[src/rtl/motor_ctrl_multi.sv]
// Multi-channel up/down motor controller: each channel runs toward the opposite end-stop,
// stops on limit or abort, waits out a dead-time, and latches a fault on timeout or bad limits.
module motor_ctrl_multi #(
    parameter int N_CH     = 2,
    parameter int MAX_RUN  = 1000,
    parameter int DEAD_CYC = 4
) (
    input  logic            clk,
    input  logic            rst_n,
    input  logic [N_CH-1:0] activate,
    input  logic [N_CH-1:0] up_limit,
    input  logic [N_CH-1:0] dn_limit,
    input  logic [N_CH-1:0] abort,
    input  logic [N_CH-1:0] fault_clr,
    output logic [N_CH-1:0] motor_up_q,
    output logic [N_CH-1:0] motor_dn_q,
    output logic [N_CH-1:0] fault_q,
    output logic [N_CH-1:0] busy_q,
    output logic            any_fault_q
);
    localparam int CNT_MAX = (MAX_RUN > DEAD_CYC) ? MAX_RUN : DEAD_CYC;
    localparam int CNT_W   = $clog2(CNT_MAX + 1);
    localparam logic [CNT_W-1:0] RUN_LAST  = CNT_W'(MAX_RUN - 1);
    localparam logic [CNT_W-1:0] DEAD_LAST = CNT_W'((DEAD_CYC > 0) ? DEAD_CYC - 1 : 0);

    typedef enum logic [2:0] {S_IDLE, S_UP, S_DN, S_DEAD, S_FAULT} state_t;

    for (genvar g = 0; g < N_CH; g++) begin : g_ch
        state_t           r_state;
        logic [CNT_W-1:0] r_cnt;
        logic             r_up, r_dn, r_fault, r_busy;
        logic             w_lim;

        // The limit that ends the current move: the end-stop we are driving toward.
        assign w_lim = (r_state == S_DN) ? dn_limit[g] : up_limit[g];

        always_ff @(posedge clk or negedge rst_n) begin
            if (!rst_n) begin
                r_state <= S_IDLE;
                r_cnt   <= '0;
                r_up    <= 1'b0;
                r_dn    <= 1'b0;
                r_fault <= 1'b0;
                r_busy  <= 1'b0;
            end else begin
                case (r_state)
                    S_IDLE: begin
                        if (up_limit[g] && dn_limit[g]) begin
                            r_state <= S_FAULT;
                            r_fault <= 1'b1;
                            r_busy  <= 1'b1;
                        end else if (activate[g]) begin
                            r_cnt  <= '0;
                            r_busy <= 1'b1;
                            if (up_limit[g]) begin
                                r_state <= S_DN;
                                r_dn    <= 1'b1;
                            end else begin
                                r_state <= S_UP;
                                r_up    <= 1'b1;
                            end
                        end
                    end
                    S_UP, S_DN: begin
                        if (w_lim || abort[g]) begin
                            r_up  <= 1'b0;
                            r_dn  <= 1'b0;
                            r_cnt <= '0;
                            // Zero dead-time skips DEAD entirely.
                            if (DEAD_CYC == 0) begin
                                r_state <= S_IDLE;
                                r_busy  <= 1'b0;
                            end else begin
                                r_state <= S_DEAD;
                            end
                        end else if (r_cnt == RUN_LAST) begin
                            r_up    <= 1'b0;
                            r_dn    <= 1'b0;
                            r_state <= S_FAULT;
                            r_fault <= 1'b1;
                        end else begin
                            r_cnt <= r_cnt + 1'b1;
                        end
                    end
                    S_DEAD: begin
                        if (r_cnt == DEAD_LAST) begin
                            r_state <= S_IDLE;
                            r_busy  <= 1'b0;
                        end else begin
                            r_cnt <= r_cnt + 1'b1;
                        end
                    end
                    S_FAULT: begin
                        if (fault_clr[g]) begin
                            r_state <= S_IDLE;
                            r_fault <= 1'b0;
                            r_busy  <= 1'b0;
                        end
                    end
                    default: begin
                        r_state <= S_IDLE;
                        r_cnt   <= '0;
                        r_up    <= 1'b0;
                        r_dn    <= 1'b0;
                        r_fault <= 1'b0;
                        r_busy  <= 1'b0;
                    end
                endcase
            end
        end

        assign motor_up_q[g] = r_up;
        assign motor_dn_q[g] = r_dn;
        assign fault_q[g]    = r_fault;
        assign busy_q[g]     = r_busy;
    end

    always_ff @(posedge clk or negedge rst_n) begin
        if (!rst_n) any_fault_q <= 1'b0;
        else        any_fault_q <= |fault_q;
    end
endmodule

[config.mk]
export PLATFORM = sky130hd
export DESIGN_NAME = motor_ctrl_multi
export DESIGN_NICKNAME = d
export VERILOG_FILES = /design/src/rtl/motor_ctrl_multi.sv
export SDC_FILE = /design/constraint.sdc
export NUM_CORES = 1
export LEC_CHECK = 0
export BUFFER_PORTS_ARGS = -buffer_cell sky130_fd_sc_hd__buf_2
export CELL_PAD_IN_SITES_DETAIL_PLACEMENT = 0
export CELL_PAD_IN_SITES_GLOBAL_PLACEMENT = 1
export CORE_MARGIN = 1
export CORE_UTILIZATION = 45
export DETAILED_ROUTE_END_ITERATION = 7
export MAX_ROUTING_LAYER = met4
export PLACE_DENSITY = 0.87
export SETUP_SLACK_MARGIN = 0.02
export SLEW_MARGIN = 0
export SYNTH_ARGS = -nofsm -noshare
export SYNTH_HDL_FRONTEND = slang
export SYNTH_SLANG_ARGS = --single-unit
[constraint.sdc]
create_clock -name clk -period 2.2 [get_ports clk]
set_input_delay 0.33 -clock clk [delete_from_list [all_inputs] [get_ports clk]]
set_output_delay 0.33 -clock clk [all_outputs]
set_load 0.03 [all_outputs]
* After elaboration in Yosys (flattened, before gate mapping)
Index checks and enable logic that the tools add are counted.
** Word-level totals
- Register bits :: 35
- Input bits :: 12
- Output and inout port bits :: 9
- Word-level logic and storage cells :: 152
** Operators by class
- $add $sub $neg :: 2
- Equality and inequality tests :: 38
- Mux-type cells :: 68
- Bitwise logic cells :: 8
- Reduce and logical (&&, ||, !) cells :: 23
** Operators with widths (count)
- 2-to-1 mux 10 bit :: 10
- one-hot mux 10 bit (4 select lines) :: 2
- != test 2 bit, second input constant :: 20
- AND reduction 5 bit :: 8
- 2-to-1 mux 3 bit :: 12
- 2-to-1 mux 1 bit :: 32
- one-hot mux 3 bit (4 select lines) :: 2
- adder 10 x 1 -> 10 bit, second input constant :: 2
- equality test 10 bit, second input constant :: 2
- equality test 10 x 2 -> 1 bit, second input constant :: 2
- != test 3 bit, second input constant :: 6
- one-hot mux 1 bit (4 select lines) :: 4
- AND reduction 4 bit :: 4
- equality test 3 x 2 -> 1 bit, second input constant :: 4
- one-hot mux 1 bit (3 select lines) :: 4
- OR reduction 2 bit :: 5
- NOT 1 bit :: 8
- equality test 3 x 1 -> 1 bit, second input constant :: 2
- equality test 3 bit, second input constant :: 2
- zero test 3 bit :: 2
- 2-to-1 mux 2 bit :: 2
- logical AND 1 bit :: 2
- logical OR 1 bit :: 2

* Depth between registers and ports, before layout
Gate-level depths: netlist of the first run.
- Word-level depth :: 5
- Depth in mapped cells :: 6
- Depth with buffers taken out :: 6

* Worst setup path before layout of the first run
No wires, ideal clock.
- Path type :: flip-flop to flip-flop
- Start point :: reg g_ch[0].r_state[1]
- End point :: reg g_ch[0].r_cnt[2]
- Arrival :: 1.768 ns
- Data required time :: 2.072 ns
- Slack :: 0.304 ns
- Cell stages (with the launch flop) :: 6
- Path through :: dfrtp_1 or3b_1 a211oi_4 nor3b_2 nor4b_1 mux2_1
** On the way
- Word-level cells in the longest chain between the ends :: 5
** Ends and longest elaborated chain
- from (decl) :: line 29 : state_t r_state;
- from (signal assigned) :: line 39 : r_state <= S_IDLE;
- from (signal assigned) :: line 49 : r_state <= S_FAULT;
- from (signal assigned) :: line 56 : r_state <= S_DN;
- equality test 3 x 2 -> 1 bit :: line 35, 46
- 2-to-1 mux 1 bit :: line 35 : assign w_lim = (r_state == S_DN) ? dn_limit[g] : up_limit[g];
- logical OR 1 bit :: line 65 : if (w_lim || abort[g]) begin
- != test 3 bit (no line) / 2-to-1 mux 10 bit (equally long branches)
- AND reduction 5 bit (no line) / one-hot mux 10 bit (4 select lines) (equally long branches)
- to (signal assigned) :: line 82 : r_cnt <= r_cnt + 1'b1;
- to (signal assigned) :: line 90 : r_cnt <= r_cnt + 1'b1;
- to (decl) :: line 30 : logic [CNT_W-1:0] r_cnt;
Several ways; a longest one is shown, not always the timed one.
A chain may end at the register's enable or synchronous reset.

* Final worst setup path of the first run
- Start point :: reg g_ch[1].r_state[0]
- End point :: reg g_ch[1].r_cnt[2]
** On the way
- Word-level cells in the longest chain between the ends :: 5
** Ends and longest elaborated chain (line)
- from (decl) :: 29
- from (signal assigned) :: 39
- from (signal assigned) :: 49
- from (signal assigned) :: 56
- equality test 3 x 2 -> 1 bit :: 35, 46
- 2-to-1 mux 1 bit :: 35
- logical OR 1 bit :: 65
- != test 3 bit (no line) / 2-to-1 mux 10 bit (equally long branches)
- AND reduction 5 bit (no line) / one-hot mux 10 bit (4 select lines) (equally long branches)
- to (signal assigned) :: 82
- to (signal assigned) :: 90
- to (decl) :: 30
Several ways; a longest one is shown, not always the timed one.

==> run summary, run 1 <==
The run finished, with violations left. The checks that failed: design-rule violations. When the netlist entered floorplanning its net count stood at approximately 260. The final critical path time including I/O delays and setup is just under 2000 ps. The synthesized area per cell came out at approximately 9 µm². The setup skew after layout came out at 6.04 ps.

The count of maximum capacitance violations is 0. Across every metal layer, demand over resource in global routing totals 0.199. The count of final hold-check violations came out at 0.

The end-of-flow core utilization is 0.534. The sink count of the clock tree is 35. Ranked by instance count, the synthesized netlist is headed by sky130_fd_sc_hd__dfrtp_1, sky130_fd_sc_hd__nor2_1, sky130_fd_sc_hd__o21ai_0, sky130_fd_sc_hd__nand2_1, sky130_fd_sc_hd__a21oi_1. The mapped netlist covers 2150 µm². The total of warnings raised by yosys is 0. From synthesis to final layout, the design area changed by 10.8%. After synthesis the netlist holds a flip-flop and latch count of 35. Dividing the detail-routed via count by the number of cells gives between 5 and 6. The final critical-path setup slack came out at 268 ps. The aggregate negative setup slack is 0 ps.

For this run, the top clock speed supported by timing is 517 MHz. The number of setup violations in the final report came out at 0. The power per unit of standard cell area came out at 1180 nW/µm². The share of flip-flops with an asynchronous set or reset after synthesis is 1.00.

In the routed design, unresolved DRC markers number 1. Headroom to the max-slew limit came out at 0.483. STA puts the critical path data arrival time at 2150 ps. The number of gates resized after CTS came out at 0. The most used flip-flop cell after synthesis is sky130_fd_sc_hd__dfrtp_1. The fraction of synthesized cell area taken by the top area cell type is 0.407.

The floorplan step defined a core boundary enclosing 4470 µm². By instance count, the leading cell after synthesis is sky130_fd_sc_hd__dfrtp_1. Clock tree synthesis inserted a total of 5 buffers. In this run the static leakage power is about 1.0 nW.

The cell type with the largest total area after synthesis is sky130_fd_sc_hd__dfrtp_1. The max-slew violation count is 0. The count of input and output buffers came out at 20. After the last flow step, the layout net total stands at 277. The pin count of the biggest net entering global routing is 36.

TritonCTS built the clock tree. For this configuration, the core starts out at a cell density of 0.482. The count of distinct cell types in the synthesized netlist came out at 51. The total length of routed met3 wires is between 150 and 200 µm. The via count of the first global-routing pass came out at 1,780. Setup repair after global routing left no endpoint under its margin.

After detailed placement, the total cell area comes to 2300 µm². The number of antenna diodes in the final layout is 0. The count of hold-fix buffers inserted at cts is 0. The area of the multi-input gates came out at roughly 1200 µm². The type of element capturing the critical path is a flop. The wire length the detailed router placed on met1 came out at 2.14 mm. The clock tree buffer depth came out at 2. The fraction of layout cells with a size suffix above 1 is 0.170.

Measured along the x axis, the die boundary spans 71.2 µm. Global routing finished with a remaining overflow of 0. The worst vdd rail ir drop came out at 582 µV. The number of instances in the placed design came out at 308. The later pin in the worst-skew pair is clocked with a latency of between 200 and 300 ps. The required time reported for the critical path endpoint is 2420 ps. The post-route clock period utilization is 0.878. Summing internal, switching and leakage power gives 2.82 mW. The highest metal layer with signal wires is met4. The total vias in the final route came out at 1,857. The initial antenna violation count came out at 0. The final weighted congestion in routability-driven placement came out at 0.821. The final hold slack is 111 ps. The worst setup path is of the reg -> reg kind. The tree is rooted in a sky130_fd_sc_hd__clkbuf_8. The clock-pin slew reported for the worst setup and hold paths after clock tree synthesis is 80 ps. The total wirelength of the detailed-routed design is 4.32 mm. The final routed wire length divided by cell count came out at 13.7 µm.

In the post-synthesis netlist, the biggest area contributors are sky130_fd_sc_hd__dfrtp_1, sky130_fd_sc_hd__nor2_1, sky130_fd_sc_hd__o21ai_0. The highest fanout seen on the critical path is 12. The first-pass detailed-route iteration total is 6. Detailed placement ended at an HPWL of 3.15 mm.

The area of all placed cells without fillers came out at 2390 µm². The post-synthesis cell count came out at about 240. The area enclosed by the die boundary is 5070 µm². The non-filler instance count after layout is between 300 and 400.

For this block, the initial DRC count from the detailed router was 73. The min-delay analysis places its worst path in the category in -> async. The worst setup path is launched from a flop. The proportion of synthesized chip area in sequential cells came out at 0.407.

The number of enable-type register cells in the synthesized netlist came out at 0. Once detail routing completed, the nets flagged for antenna violations numbered 0. The number of I/O pins came out at 21. The count of H-tree levels built during CTS came out at 2. The detailed route wirelength on metal2 came out at between 2 and 2.5 mm.

The pre-CTS worst setup slack is 282 ps. Registers take 876 µm². At the pin with the least slew margin, the transition time is 775 ps. The fill cell instance count of the final layout came out at 426. The first global-routing pass estimated around 7.9 mm of wire. The die is 71.2 µm tall.

The number of setup buffers added after CTS is 0. The initialized floorplan defines 24 standard-cell rows.
[logic make-up after synthesis]
| logic type | after synthesis | share of synthesized area |
|---|---|---|
| buffers and inverters | 23 | 0.0552 |
| AO/OA/AOI/OAI | 64 | 0.200 |
| XOR/XNOR | 7 | 0.0285 |
| multiplexers | 4 | 0.0209 |
| adder cells (fa/ha/maj) | 3 | 0.0163 |
| flip-flops | 35 | 0.407 |
| AND/OR/NAND/NOR | 106 | 0.272 |
[worst paths after layout]
path	from	endpoint	slack, ps	cells past startpoint
max in group asynchronous	rst_n	g_ch[1].r_dn	1590	1
worst min-delay path	rst_n	g_ch[0].r_cnt[5]	110	1
worst max-delay path	g_ch[1].r_state[0]	g_ch[1].r_cnt[2]	270	5
worst max register to register	g_ch[1].r_state[0]	g_ch[1].r_cnt[2]	270	5
worst min register to register	g_ch[1].r_up	g_ch[1].r_up	500	1
min in group clk	fault_clr[0]	g_ch[0].r_busy	360	3
[worst max-delay path, cell delays in order, from the launching register on]
cell                       delay [ps]
sky130_fd_sc_hd__dfrtp_1          550
sky130_fd_sc_hd__nor2_1           210
sky130_fd_sc_hd__o21ai_1          270
sky130_fd_sc_hd__o221ai_1         300
sky130_fd_sc_hd__or3_1            380
sky130_fd_sc_hd__a21oi_1          150
[placed cells by master, fill, tap and decap left out, types with 4 or more instances in the layout]
cell and instances:
sky130_fd_sc_hd__o21ai_0 18, sky130_fd_sc_hd__o211ai_1 4, sky130_fd_sc_hd__nand4_1 6, sky130_fd_sc_hd__nand3_1 7, sky130_fd_sc_hd__buf_2 20, sky130_fd_sc_hd__nor2b_1 4, sky130_fd_sc_hd__clkbuf_8 5, sky130_fd_sc_hd__nor2_1 27
sky130_fd_sc_hd__a21oi_1 13, sky130_fd_sc_hd__nor3b_1 4, sky130_fd_sc_hd__nand2_1 15, sky130_fd_sc_hd__xor2_1 4, sky130_fd_sc_hd__buf_4 9, sky130_fd_sc_hd__and3_1 4, sky130_fd_sc_hd__dfrtp_1 35, sky130_fd_sc_hd__nor4b_1 5
sky130_fd_sc_hd__or3_1 8, sky130_fd_sc_hd__inv_1 8, sky130_fd_sc_hd__nor3_1 6
[routing by layer]
layer | GRT usage | up-vias
li1 | - | 930
met1 | 0.259 | 882
met2 | 0.308 | 41
met3 | 0.0484 | 4
met4 | 0.0622 | 0
met5 | - | -
[sequential cells by signal, indices dropped and copies added, names as in the netlist]
signal,flops
any_fault_q,1
g_ch.r_busy,2
g_ch.r_cnt,20
g_ch.r_dn,2
g_ch.r_fault,2
g_ch.r_state,6
g_ch.r_up,2
[cell type report]
cell class / count / share of cell area
clock inverters: 3 / 0.00839
clock buffers: 5 / 0.0288
multi-input cells: 184 / 0.486
flip-flops and latches: 35 / 0.367
repair buffers: 29 / 0.0702
inverters: 8 / 0.0126
well taps: 52 / 0.0273
[where the power goes]
part           leakage [nW]  internal, mW  switching (mW)
Sequential            0.463         0.807           0.171
Clock                0.0402         0.220           0.247
Combinational         0.530         0.569           0.806
Note: power is estimated with default switching activity, not from simulation.
==> inputs of run 2 (changes only) <==
--- a/config.mk
+++ b/config.mk
@@ -5,11 +5,12 @@
 export SDC_FILE = /design/constraint.sdc
 export NUM_CORES = 1
 export LEC_CHECK = 0
+export ABC_AREA = 1
 export BUFFER_PORTS_ARGS = -buffer_cell sky130_fd_sc_hd__buf_2
 export CELL_PAD_IN_SITES_DETAIL_PLACEMENT = 0
 export CELL_PAD_IN_SITES_GLOBAL_PLACEMENT = 1
 export CORE_MARGIN = 1
-export CORE_UTILIZATION = 45
+export CORE_UTILIZATION = 42
 export DETAILED_ROUTE_END_ITERATION = 7
 export MAX_ROUTING_LAYER = met4
 export PLACE_DENSITY = 0.87
==> constraint.sdc (replaced) <==
create_clock -name clk -period 2.2 [get_ports clk]
set_input_delay 0.22 -clock clk [delete_from_list [all_inputs] [get_ports clk]]
set_output_delay 0.22 -clock clk [all_outputs]
set_load 0.03 [all_outputs]
==> run summary, run 2 <==
The flow ran to the end, and the final reports show no timing, DRC or antenna violations. In the synthesized netlist the dominant register cell turns out to be sky130_fd_sc_hd__dfrtp_1. The highest clock rate is 554 MHz (+7.1%).

The synthesized area per cell is 6.36 µm² (-29%). The setup skew after layout was 9.58 ps (+3.54 ps). Summed over all instances, the cell type with the most area after synthesis is sky130_fd_sc_hd__dfrtp_1. The final weighted congestion in routability-driven placement came out at 0.901 (+9.7%). The slowest library cell on the worst path is sky130_fd_sc_hd__dfrtp_1. Ranked by flip-flop count, first place goes to g_ch.r_cnt. The area overhead of the layout relative to synthesis came out at 8.49%. The biggest cell delay along the critical path came out at 440 ps (-110 ps). The post-synthesis cell count came out at 401 (+66%). The pin count of the biggest net entering global routing came out at 36 (unchanged). The number of setup violations in the final report is 0 (unchanged). The via count of the first global-routing pass came out at 2,194 (+23%). The initial antenna violation count is 0 (unchanged).

The tree is rooted in a sky130_fd_sc_hd__clkbuf_8. The area enclosed by the die boundary was 6390 µm² (+26%). The DRC violation total after the first TritonRoute iteration is 118 (+62%). The detailed placement HPWL is 4.11 mm (+30%). The number of I/O pins was 21 (unchanged). The clock tree buffer depth was 2 (unchanged). The most numerous cell type found on the critical path is sky130_fd_sc_hd__nand2_1. The leakage power total came out at 1.55 nW (+50%). The number of nets at the end of the flow came out at 433 (+56%). The share of flip-flops with an asynchronous set or reset after synthesis is 1.00 (unchanged). The wire length of the first global-routing pass came out at 9.93 mm (+26%).

The max-slew violation count came to 0 (unchanged). The transition time of the tightest slew-check pin is 804 ps (+29.0 ps). The fraction of synthesized cell area taken by the top area cell type is 0.343 (-0.0630). The first-pass detailed-route iteration total is 4 (-2).

The total of warnings raised by yosys came to 0 (unchanged). By count the netlist is led by sky130_fd_sc_hd__nand2_1, sky130_fd_sc_hd__inv_1, sky130_fd_sc_hd__nand3_1, sky130_fd_sc_hd__dfrtp_1, sky130_fd_sc_hd__nor2_1. The number of buffers inserted during clock tree synthesis was 5 (unchanged).

The clock-pin slew reported for the worst setup and hold paths after clock tree synthesis was 80 ps (about the same). The worst setup path is launched from a flop. The worst vdd rail ir drop came out at 873 µV (+50%). The number of placement rows was 28 (+17%). The total wirelength of the detailed-routed design came out at 5.58 mm (+29%).

The count of hold-fix buffers inserted at cts came out at 0 (unchanged). The number of enable-type register cells in the synthesized netlist came out at 0 (unchanged). The worst path buffer plus inverter count is 1 (+1). The remaining max-slew budget at the tightest pin is 0.464 (-0.0194).

The final critical path time including I/O delays and setup is 1800 ps (-129 ps). The cell area reported after detailed placement came to 2680 µm² (+16%). The count of maximum capacitance violations is 0 (unchanged).

The count of input and output buffers is 20 (unchanged). The x dimension of the die is 79.9 µm (+12%). TritonCTS built the clock tree. The required time reported for the critical path endpoint came out at 2390 ps (-30 ps). The pre-CTS worst setup slack is 389 ps (+107 ps).

The post-route clock period utilization came out at 0.820 (-0.0585). Walking the worst path, the cells encountered are ha_1 > nand2_1 > nor2_1 > nand4_1 > nand3b_1 > nand2_2 > inv_1 > nand2_1 > nand2_1. The proportion of synthesized chip area in sequential cells came out at 0.343 (-0.0630). The type of element capturing the critical path is a flop. The count of state elements after synthesis is 35 (unchanged).

The die boundary height was 79.9 µm (+12%). The global-route congestion overflow total came out at 0 (unchanged). The later-pin clock latency in the skew report came to 290 ps (about the same).

The number of gates resized after CTS is 0 (unchanged). The min-delay analysis places its worst path in the category in -> async. The area of all placed cells without fillers came out at 2770 µm² (+16%). The count of H-tree levels built during CTS was 2 (unchanged). On the critical path the largest part of the delay comes from simple AND/OR/NAND/NOR gates. The floorplan core area came out at 5890 µm² (+32%).

The netlist area before placement is 2550 µm² (+18%). The number of vias per cell after detailed routing is 4.85 (-17%). The synthesized net count is 415 (+62%). The fraction of layout cells with a size suffix above 1 came to 0.117 (-0.0538). The flip-flop count of the largest register after layout is 20 (unchanged).

The type of the worst setup path is reg -> reg. The final antenna-violating net count came out at 0 (unchanged). The effective utilization at floorplan is 0.433 (-0.0483).

The total vias in the final route came out at 2,400 (+29%). The final antenna diode count was 0 (unchanged). The power per unit of standard cell area came out at 1030 nW/µm² (-13%).

The worst path arrival time came out at 1990 ps (-160 ps). The total routing usage reported by global routing was 0.204 (+0.00488). Setup repair after global routing left no endpoint under its margin. In the post-synthesis netlist, the cell with the most instances is sky130_fd_sc_hd__nand2_1.

Leaving out fill and tap cells, the most frequent cells in the layout are sky130_fd_sc_hd__nand2_1, sky130_fd_sc_hd__inv_1, sky130_fd_sc_hd__nand3_1, sky130_fd_sc_hd__dfrtp_1, sky130_fd_sc_hd__nor2_1. The post-CTS setup repair buffer count is 0 (unchanged). The sink count of the clock tree is 35 (unchanged). In the final layout, the registers with the most flip-flops are g_ch.r_cnt: 20 flops, g_ch.r_state: 6 flops. The count of distinct cell types in the synthesized netlist is 30 (-41%). The total DRC errors in the routed layout is 0 (-1). The aggregate negative setup slack is 0 ps (unchanged).

The highest fanout seen on the critical path came out at 11 (-1). The count of final hold-check violations is 0 (unchanged). The final critical-path setup slack was 396 ps (+129 ps). The final routed wire length divided by cell count came out at 11.3 µm (-18%). The library cell used most frequently in the layout, excluding fill and tap cells, is sky130_fd_sc_hd__nand2_1. Sorting the synthesized cells by area gives the leading types as sky130_fd_sc_hd__dfrtp_1, sky130_fd_sc_hd__nand2_1, sky130_fd_sc_hd__nand3_1.
[run 2: kinds of logic after synthesis]
family,count (synthesis),share of synthesized area
AOI/OAI and AO/OA,24,0.0515
xor gates and xnor gates,7,0.0240
adders and majority gates,2,0.00981
buffers and inverters,61,0.105
DFF,35,0.343
and+or+nand+nor,272,0.466
[run 2: per-layer routing]
layer | wire, µm | part of all wire | vias to the layer above | global-route usage
met5 | 0 | 0 | - | -
met3 | 136 | 0.024 | 6 | 0.0297
li1 | - | - | 1285 | -
met4 | 59 | 0.011 | 0 | 0.0571
met2 | 2550 | 0.46 | 34 | 0.323
met1 | 2840 | 0.51 | 1075 | 0.272
[run 2: final cells by class]
| class | count | area [µm²] |
|---|---|---|
| clock inverter | 3 | 20.0 |
| sequential | 35 | 876 |
| clock buffer | 5 | 68.8 |
| fill | 638 | 3120 |
| multi-input combinational | 305 | 1410 |
| tap | 75 | 93.8 |
| timing repair buffer | 22 | 115 |
| inverter | 50 | 188 |
[run 2: final timing paths]
kind,from,endpoint,slack [ps],depth (start not counted)
setup / recovery,g_ch[0].r_cnt[0],g_ch[0].r_cnt[5],400,9
hold / removal,rst_n,g_ch[1].r_cnt[7],9,1
setup reg to reg,g_ch[0].r_cnt[0],g_ch[0].r_cnt[5],400,9
hold reg to reg,g_ch[1].r_busy,g_ch[1].r_busy,470,2
max in group asynchronous,rst_n,g_ch[1].r_busy,1670,1
min in group clk,fault_clr[1],g_ch[1].r_state[2],220,4
[run 2: power breakdown]
group	leakage, nW	internal (mW)	total, mW	switching, mW
clock network	0.0402	0.220	0.471	0.251
registers	0.464	0.801	0.935	0.134
logic	1.04	0.428	1.45	1.03
[run 2: worst reg2reg max path, cell delays in order (launching register included)]
cell and delay (ps):
sky130_fd_sc_hd__dfrtp_1 440, sky130_fd_sc_hd__ha_1 240, sky130_fd_sc_hd__nand2_1 80, sky130_fd_sc_hd__nor2_1 100, sky130_fd_sc_hd__nand4_1 140, sky130_fd_sc_hd__nand3b_1 210, sky130_fd_sc_hd__nand2_2 190, sky130_fd_sc_hd__inv_1 150
sky130_fd_sc_hd__nand2_1 100, sky130_fd_sc_hd__nand2_1 40
[run 2: metrics by stage]
| stage | hold slack (ps) | power (mW) | utilization | std cells |
|---|---|---|---|---|
| detailed placement | 359 | 2.41 | 0.455 | 487 |
| global placement | 355 | 2.40 | 0.455 | 487 |
| CTS | 34.1 | 2.89 | 0.470 | 495 |
| finish | 8.82 | 2.86 | 0.470 | 495 |
| global route | 65.9 | 3.17 | 0.470 | 495 |
| floorplan | -75.6 | 2.16 | - | 401 |
